[config.mk]
export PLATFORM = sky130hd
export DESIGN_NAME = bcd_display_sequencer
export DESIGN_NICKNAME = d
export VERILOG_FILES = /design/src/rtl/bcd_display_sequencer.sv
export SDC_FILE = /design/constraint.sdc
export NUM_CORES = 1
export LEC_CHECK = 0
export ABC_AREA = 1
export ABC_CLOCK_PERIOD_IN_PS = 2050
export CORE_ASPECT_RATIO = 1.4
export CORE_MARGIN = 2
export CORE_UTILIZATION = 53
export CTS_CLUSTER_DIAMETER = 80
export DETAILED_ROUTE_END_ITERATION = 10
export PLACE_DENSITY = 0.89
export SLEW_MARGIN = 5
export SYNTH_ARGS = -nofsm -noshare
export SYNTH_HDL_FRONTEND = slang
export SYNTH_SLANG_ARGS = --single-unit
export TNS_END_PERCENT = 30
[constraint.sdc]
create_clock -name clk -period 2.05 [get_ports clk]
set_input_delay 0.3075 -clock clk [delete_from_list [all_inputs] [get_ports clk]]
set_output_delay 0.3075 -clock clk [all_outputs]
set_load 0.005 [all_outputs]
[src/rtl/bcd_display_sequencer.sv]
// Binary-to-two-digit seven-segment sequencer.
// A loaded value is split into tens and units by repeated subtraction of ten,
// one step per clock through a single shared subtractor. Both digit patterns
// are registered in one step at the end of a conversion, so the displays never
// show intermediate values.
module bcd_display_sequencer #(
  parameter int WIDTH      = 6,
  parameter bit BLANK_LZ   = 1'b0,
  parameter bit ACTIVE_LOW = 1'b0
) (
  input  logic             clk,
  input  logic             rst,
  input  logic [WIDTH-1:0] SW,
  input  logic             load,
  output logic             busy,
  output logic             done,
  output logic             overflow,
  output logic [6:0]       HEX_0,
  output logic [6:0]       HEX_1
);

  typedef enum logic [1:0] {
    IDLE   = 2'd0,
    SUB    = 2'd1,
    ENCODE = 2'd2
  } state_t;

  // Active-high segment patterns, bit0 = a ... bit6 = g.
  localparam logic [6:0] SEG_ZERO  = 7'b0111111;
  localparam logic [6:0] SEG_DASH  = 7'b1000000;
  localparam logic [6:0] SEG_BLANK = 7'b0000000;

  // Reset values follow the same blanking and polarity rules as live results.
  localparam logic [6:0] HEX0_RAW_RST = SEG_ZERO;
  localparam logic [6:0] HEX1_RAW_RST = BLANK_LZ ? SEG_BLANK : SEG_ZERO;
  localparam logic [6:0] HEX0_RST     = ACTIVE_LOW ? ~HEX0_RAW_RST : HEX0_RAW_RST;
  localparam logic [6:0] HEX1_RST     = ACTIVE_LOW ? ~HEX1_RAW_RST : HEX1_RAW_RST;

  state_t     state_q, state_d;
  logic [6:0] rem_q,   rem_d;
  logic [3:0] tens_q,  tens_d;
  logic       done_q,  done_d;
  logic       ovf_q,   ovf_d;
  logic [6:0] hex0_q,  hex0_d;
  logic [6:0] hex1_q,  hex1_d;

  // Decimal digit to active-high segment pattern.
  function automatic logic [6:0] seg(input logic [3:0] digit);
    logic [6:0] s;
    case (digit)
      4'd0:    s = 7'b0111111;
      4'd1:    s = 7'b0000110;
      4'd2:    s = 7'b1011011;
      4'd3:    s = 7'b1001111;
      4'd4:    s = 7'b1100110;
      4'd5:    s = 7'b1101101;
      4'd6:    s = 7'b1111101;
      4'd7:    s = 7'b0000111;
      4'd8:    s = 7'b1111111;
      4'd9:    s = 7'b1101111;
      default: s = SEG_DASH;
    endcase
    return s;
  endfunction

  // Apply the board's segment polarity just before the output register.
  function automatic logic [6:0] polarity(input logic [6:0] s);
    return ACTIVE_LOW ? ~s : s;
  endfunction

  // Next-state, subtract-by-ten datapath and result encoding.
  always_comb begin
    state_d = state_q;
    rem_d   = rem_q;
    tens_d  = tens_q;
    done_d  = 1'b0;
    ovf_d   = ovf_q;
    hex0_d  = hex0_q;
    hex1_d  = hex1_q;
    case (state_q)
      IDLE: begin
        if (load) begin
          rem_d   = 7'(SW);
          tens_d  = 4'd0;
          state_d = SUB;
        end
      end
      SUB: begin
        if (rem_q >= 7'd10) begin
          rem_d  = rem_q - 7'd10;
          tens_d = tens_q + 4'd1;
        end else begin
          state_d = ENCODE;
        end
      end
      ENCODE: begin
        done_d  = 1'b1;
        state_d = IDLE;
        if (tens_q > 4'd9) begin
          ovf_d  = 1'b1;
          hex0_d = polarity(SEG_DASH);
          hex1_d = polarity(SEG_DASH);
        end else begin
          ovf_d  = 1'b0;
          // rem is below ten here, so its low nibble is the units digit.
          hex0_d = polarity(seg(rem_q[3:0]));
          if (BLANK_LZ && (tens_q == 4'd0)) begin
            hex1_d = polarity(SEG_BLANK);
          end else begin
            hex1_d = polarity(seg(tens_q));
          end
        end
      end
      default: begin
        state_d = IDLE;
      end
    endcase
  end

  // State, working registers and output registers; reset aborts any conversion.
  always_ff @(posedge clk or posedge rst) begin
    if (rst) begin
      state_q <= IDLE;
      rem_q   <= 7'd0;
      tens_q  <= 4'd0;
      done_q  <= 1'b0;
      ovf_q   <= 1'b0;
      hex0_q  <= HEX0_RST;
      hex1_q  <= HEX1_RST;
    end else begin
      state_q <= state_d;
      rem_q   <= rem_d;
      tens_q  <= tens_d;
      done_q  <= done_d;
      ovf_q   <= ovf_d;
      hex0_q  <= hex0_d;
      hex1_q  <= hex1_d;
    end
  end

  // busy covers SUB and ENCODE, so it is already low in the done cycle.
  assign busy     = (state_q != IDLE);
  assign done     = done_q;
  assign overflow = ovf_q;
  assign HEX_0    = hex0_q;
  assign HEX_1    = hex1_q;

endmodule

==> flow_metrics.env, run 1 <==
export IMPL_status="finished, final reports clean"
export IMPL_synth_area_mm2=0.00161
export IMPL_row_count=23
export IMPL_yosysMostFrequentCell="nand2_1"
export IMPL_synth_cell_types=21
export IMPL_antenna_found_initial=0
export IMPL_dr_pass1_iters=4
export IMPL_drive_above_1_share_pct=13.5
export IMPL_drc=0
export IMPL_cts_tree="built"
export IMPL_clock_sinks=29
export IMPL_synth_area_leaders="dfrtp_1, dfstp_2, nand2_1"
export IMPL_seqPwrFrac_pct=35.5
export IMPL_post_cts_resized=0
export IMPL_dpl_cell_area_mm2=0.00190
export IMPL_crit_type="flip-flop to output port"
export IMPL_ys_async_sr_fraction_pct=100
export IMPL_post_cts_buffers=0
export IMPL_gr_usage_all_layers_pct=20.4
export IMPL_fin_cells=274
export IMPL_clk_root_buffer_cell="clkbuf_8"
export IMPL_cp_data_arrival_time_ns=1.37
export IMPL_final_area_mm2=0.00198
export IMPL_vias=1402
export IMPL_worstSetupStartpointType="flip-flop"
export IMPL_fin_nets=256
export IMPL_finalHoldViolations=0
export IMPL_crit_chain="nor2_1, inv_1, clkdlybuf4s50_1"
export IMPL_cp_max_fo=3
export IMPL_start_util_pct=56.1
export IMPL_cpLargestDelayFamily="buffers and inverters"
export IMPL_dieHeight_um=69.3
export IMPL_synth_nets=226
export IMPL_regArea_um2=741
export IMPL_fp_dieArea_mm2=0.00351
export IMPL_dp_cells=266
export IMPL_synthCells=206
export IMPL_die_x_um=50.6
export IMPL_first_global_vias=1296
export IMPL_clock_skew_ns=0.00676
export IMPL_max_clock_path_buffers=2
export IMPL_cp_end_kind="output port"
export IMPL_dp_hpwl_um=2300
export IMPL_gp_congestion=0.898
export IMPL_worst_pin_slew_ns=0.447
export IMPL_wirelength_um=3140
export IMPL_cp_slowest_cell="clkdlybuf4s50_1"
export IMPL_crit_buf_inv=2
export IMPL_power_density_mw_per_mm2=1640
export IMPL_maxSlewHeadroom_pct=70.1
export IMPL_core_area_mm2=0.00288
export IMPL_synth_flop_cell="dfrtp_1"
export IMPL_numCtsBuffers=5
export IMPL_ios=26
export IMPL_grt_pass1_wl_um=5590
export IMPL_wl_per_cell_um=11.5
export IMPL_synth_top_cells_by_count="nand2_1, dfrtp_1, inv_1, nand3_1, nor2_1"
export IMPL_vias_per_cell=5.12
export IMPL_drt_iter0_markers=41
export IMPL_path_clk_slew_ns=0.06
export IMPL_setup_viol=0
export IMPL_clockPowerShare_pct=13.4
export IMPL_yosysSeqAreaShare_pct=45.9
export IMPL_fin_crit_sh_pct=82.1
export IMPL_hp_class="input port to asynchronous set/reset pin"
export IMPL_p_sw_share_pct=41.9
export IMPL_yosys_register_bits=29
export IMPL_gr_total_overflow=0
export IMPL_critPathMaxStageDelay_ns=0.44
export IMPL_period_minus_slack_ns=1.68
export IMPL_synth_edf_count=0
export IMPL_syn_to_final_growth_pct=22.6
export IMPL_slew_viol_final=0
export IMPL_synth_top_area_share_pct=26.4
export IMPL_internal_power_mw=1.89
export IMPL_rsz0062_at_grt="no"
export IMPL_postRouteAntennaNets=0
export IMPL_cts_max_level=2
export IMPL_grt_max_degree=30
export IMPL_diodes=0
export IMPL_fillers=233
export IMPL_p_leak_nw=0.986
export IMPL_synth_avg_cell_area_um2=7.84
export IMPL_io_buffers=25
export IMPL_power_frac_comb_pct=51.1
export IMPL_fin_setup_tns_ns=0
export IMPL_clock_latency_ns=0.28
export IMPL_post_route_util_pct=68.8
export IMPL_yosysTopAreaCell="dfrtp_1"
export IMPL_multi_input_area_um2=764
export IMPL_peakVddDrop_uv=1050
export IMPL_power_switching_mw=1.36
export IMPL_ctsHoldBuffers=0
export IMPL_report_power_total_mw=3.25
export IMPL_cap_viol_max_count=0
export IMPL_synth_warnings=0
export IMPL_max_freq_mhz=595
export IMPL_required_ns=1.74
-- cell families after synthesis --
kind of cell	synth area share, %
compound gates	10.4
fa+ha+maj	8.53
buf+inv	6.74
flops	45.9
simple gates	28.4
-- cells in the final DEF (no fill, tap or decap), drive strengths merged --
cell	count
nand3b	1
a21oi	9
a31oi	1
dfstp	12
nand3	17
ha	11
buf	2
or2	1
inv	22
clkbuf	8
nand2	72
nor3	2
o21ai	21
dfrtp	17
clkdlybuf4s50	25
nor2	16
-- worst reg2reg max path, cell delays in order, from the launching register on --
cell and delay, ns:
dfrtp_1 0.45, inv_1 0.15, ha_1 0.18, inv_1 0.05
nand2_2 0.09, nand2_1 0.11, o21ai_4 0.22, nand2_2 0.16
nand2_1 0.11, nand2_1 0.05
-- path summary, 6_finish.rpt --
| check | start | endpoint | slack [ns] | cells past startpoint |
|---|---|---|---|---|
| worst min register to register | HEX_0[0]$_DFFE_PP1P_ | HEX_0[0]$_DFFE_PP1P_ | 0.46 | 2 |
| max in group asynchronous | rst | HEX_1[3]$_DFFE_PP1P_ | 1.33 | 3 |
| worst max-delay path | state_q[0]$_DFFE_PP0P_ | busy | 0.37 | 3 |
| worst min-delay path | rst | rem_q[0]$_DFFE_PP0P_ | 0.41 | 3 |
| worst max register to register | rem_q[1]$_DFFE_PP0P_ | rem_q[6]$_DFFE_PP0P_ | 0.37 | 9 |
| min in group clk | HEX_0[0]$_DFFE_PP1P_ | HEX_0[0]$_DFFE_PP1P_ | 0.46 | 2 |
-- area by class of cell --
class,instances,share of cell area (%)
Clock buffer,8,4.05
Inverter,22,4.17
Multi-Input combinational cell,151,38.6
Sequential cell,29,37.4
Tap cell,37,2.34
Timing Repair Buffer,27,13.4
-- metrics by stage --
stage | setup WS, ns | hold slack (ns)
6_report | 0.368 | 0.406
3_5_place_dp | 0.381 | 0.456
4_1_cts | 0.359 | 0.425
5_1_grt | 0.229 | 0.474
3_3_place_gp | 0.463 | 0.455
2_1_floorplan | 0.596 | 0.377
-- power by group through the flow --
stage,clock (mW),sequential (mW),combinational (mW)
final,0.437,1.15,1.66
after global routing,0.475,1.20,1.89
after CTS,0.445,1.15,1.68
after detailed placement,0,1.16,1.67
after global placement,0,1.15,1.65
after floorplan,0,1.12,1.13
-- flip-flops by register name (all words and copies together) (netlist names) --
signal,cells
state_q,2
overflow,1
done,1
tens_q,4
rem_q,7
HEX_1,7
HEX_0,7
-- metal layers --
metal	vias to the layer above	share of wire [%]	routed length, µm	GRT usage [%]
li1	714	-	-	-
met1	650	42	1320	24.9
met2	32	52	1640	34.1
met3	6	4.0	126	3.23
met4	0	1.8	57	10.2
met5	-	0	0	0
(Power assumes the default switching activity.)
==> run 2: changes to the inputs <==
ABC_CLOCK_PERIOD_IN_PS = 1500   (was 2050)
CORE_UTILIZATION = 48   (was 53)
PLACE_DENSITY = 0.86   (was 0.89)
clock period = 1.5 ns   (was 2.05 ns; I/O delays follow)
==> flow_metrics.env, run 2 (synthesis results as in run 1) <==
export IMPL_status="finished, final reports clean"
export IMPL_final_cell_mix="nand2_1, dfrtp_1, nand3_1"
export IMPL_peakVddDrop_uv=1440
export IMPL_worstSetupStartpointType="flip-flop"
export IMPL_cpLargestDelayFamily="flip-flops"
export IMPL_antenna_found_initial=0
export IMPL_rr_endpoint="tens_q[1]$_DFFE_PP0P_"
export IMPL_postRouteAntennaNets=0
export IMPL_clock_skew_ns=0.00350
export IMPL_reg2reg_from="rem_q[0]$_DFFE_PP0P_"
export IMPL_syn_to_final_growth_pct=32.2
export IMPL_wl_met1_um=1330
export IMPL_first_global_vias=1424
export IMPL_cp_data_arrival_time_ns=1.63
export IMPL_clock_latency_ns=0.28
export IMPL_seqPwrFrac_pct=30.8
export IMPL_holdWs_ns=0.320
export IMPL_wl_met2_um=1840
export IMPL_r2r_slack_ns=0.07
export IMPL_layout_commonest_cell="nand2_1"
export IMPL_rsz0062_at_grt="yes"
export IMPL_cts_max_level=2
export IMPL_grt_pass1_wl_um=5940
export IMPL_dieHeight_um=72.6
export IMPL_dp_hpwl_um=2530
export IMPL_reg2reg_depth=8
export IMPL_cp_max_fo=8
export IMPL_setup_viol=0
export IMPL_diodes=0
export IMPL_cp_end_kind="flip-flop"
export IMPL_wl_per_cell_um=11.7
export IMPL_cap_viol_max_count=0
export IMPL_wl_met3_um=189
export IMPL_path_clk_slew_ns=0.06
export IMPL_topRoutingLayerUsed="met4"
export IMPL_worst_pin_slew_ns=0.363
export IMPL_finalHoldViolations=0
export IMPL_path_common_cell="nand3_1"
export IMPL_maxSlewHeadroom_pct=75.8
export IMPL_power_switching_mw=2.02
export IMPL_dp_slack_ns=0.0327
export IMPL_wirelength_um=3420
export IMPL_dr_pass1_iters=4
export IMPL_die_x_um=53.0
export IMPL_cts_tree="built"
export IMPL_crit_type="flip-flop to flip-flop"
export IMPL_p_leak_nw=1.12
export IMPL_cp_slowest_cell="dfrtp_1"
export IMPL_vias=1484
export IMPL_grt_max_degree=30
export IMPL_clockPowerShare_pct=14.2
export IMPL_crit_buf_inv=2
export IMPL_critPathMaxStageDelay_ns=0.38
export IMPL_drc=0
export IMPL_fin_crit_sh_pct=95.4
export IMPL_fp_dieArea_mm2=0.00385
export IMPL_drive_above_1_share_pct=22.5
export IMPL_hp_class="input port to asynchronous set/reset pin"
export IMPL_start_util_pct=51.2
export IMPL_power_density_mw_per_mm2=2280
export IMPL_clk_root_buffer_cell="clkbuf_8"
export IMPL_internal_power_mw=2.85
export IMPL_numCtsBuffers=5
export IMPL_gr_total_overflow=0
export IMPL_io_buffers=25
export IMPL_p_sw_share_pct=41.6
export IMPL_crit_chain="inv_2, ha_2, nand3_1, nand2_2, o21ai_4, buf_6, nand3_1, o21ai_1"
export IMPL_ios=26
export IMPL_clock_sinks=29
export IMPL_period_minus_slack_ns=1.43
export IMPL_fin_ws_ns=0.0689
export IMPL_drt_iter0_markers=47
export IMPL_gp_congestion=0.856
export IMPL_core_area_mm2=0.00315
export IMPL_max_freq_mhz=699
export IMPL_gr_usage_all_layers_pct=20.7
export IMPL_power_frac_comb_pct=55.1
export IMPL_required_ns=1.70
export IMPL_max_clock_path_buffers=2
export IMPL_slew_viol_final=0
export IMPL_fin_nets=272
export IMPL_row_count=24
export IMPL_vias_per_cell=5.08
-- run 2: stage by stage --
step | TNS, ns | instances | utilization (%) | instance area (µm²) | power (mW)
after global routing | -0.0877 | 292 | 67.7 | 2130 | 5.36
final | 0 | 292 | 67.7 | 2130 | 4.87
after floorplan | 0 | 206 | - | 1610 | 3.07
after detailed placement | 0 | 280 | 63.2 | 1990 | 4.13
after CTS | -0.0217 | 289 | 66.2 | 2090 | 4.76
after global placement | 0 | 280 | 63.2 | 1990 | 4.05
-- run 2: area by class of cell --
class                   instances  area (µm²)
fillers                       258        1020
clock buffers                   7        96.3
multi-input cells             152         791
flip-flops and latches         29         741
well taps                      39        48.8
clock inverters                 1        5.00
repair buffers                 42         369
inverters                      22        82.6
-- run 2: power groups by stage --
stage	Combinational (mW)	Sequential (mW)	Clock [mW]
after floorplan	1.54	1.53	0
after global placement	2.54	1.50	0
after detailed placement	2.61	1.52	0
after CTS	2.56	1.49	0.701
after global routing	3.07	1.55	0.743
final	2.68	1.50	0.691
-- run 2: worst max-delay path by stage --
stage | from | endpoint | slack [ns] | depth (start not counted)
2_1_floorplan | rem_q[1]$_DFFE_PP0P_ | rem_q[6]$_DFFE_PP0P_ | 0.05 | 9
3_3_place_gp | rem_q[0]$_DFFE_PP0P_ | tens_q[0]$_DFFE_PP0P_ | 0.07 | 8
3_5_place_dp | rem_q[1]$_DFFE_PP0P_ | rem_q[6]$_DFFE_PP0P_ | 0.03 | 9
4_1_cts | state_q[0]$_DFFE_PP0P_ | busy | -0.02 | 3
5_1_grt | rem_q[0]$_DFFE_PP0P_ | tens_q[1]$_DFFE_PP0P_ | -0.02 | 8
6_report | rem_q[0]$_DFFE_PP0P_ | tens_q[1]$_DFFE_PP0P_ | 0.07 | 8
-- run 2: per-layer routing --
| layer | GRT usage [%] | vias up |
|---|---|---|
| met5 | 0 | - |
| li1 | - | 750 |
| met1 | 22.9 | 676 |
| met3 | 6.56 | 11 |
| met2 | 36.5 | 47 |
| met4 | 7.12 | 0 |
-- run 2: worst register-to-register path: stages (launching register included) --
cell	delay (ns)
dfrtp_1	0.38
inv_2	0.07
ha_2	0.19
nand3_1	0.09
nand2_2	0.08
o21ai_4	0.24
buf_6	0.17
nand3_1	0.06
o21ai_1	0.08
-- run 2: timing repair --
| action | CTS | global route |
|---|---|---|
| hold buffers | 0 | 0 |
| cloned | 0 | 1 |
| setup buffers | 1 | 2 |
| setup endpoints to repair | 13 | 20 |
| pin swaps | 0 | 3 |
| gates resized for setup | 13 | 11 |
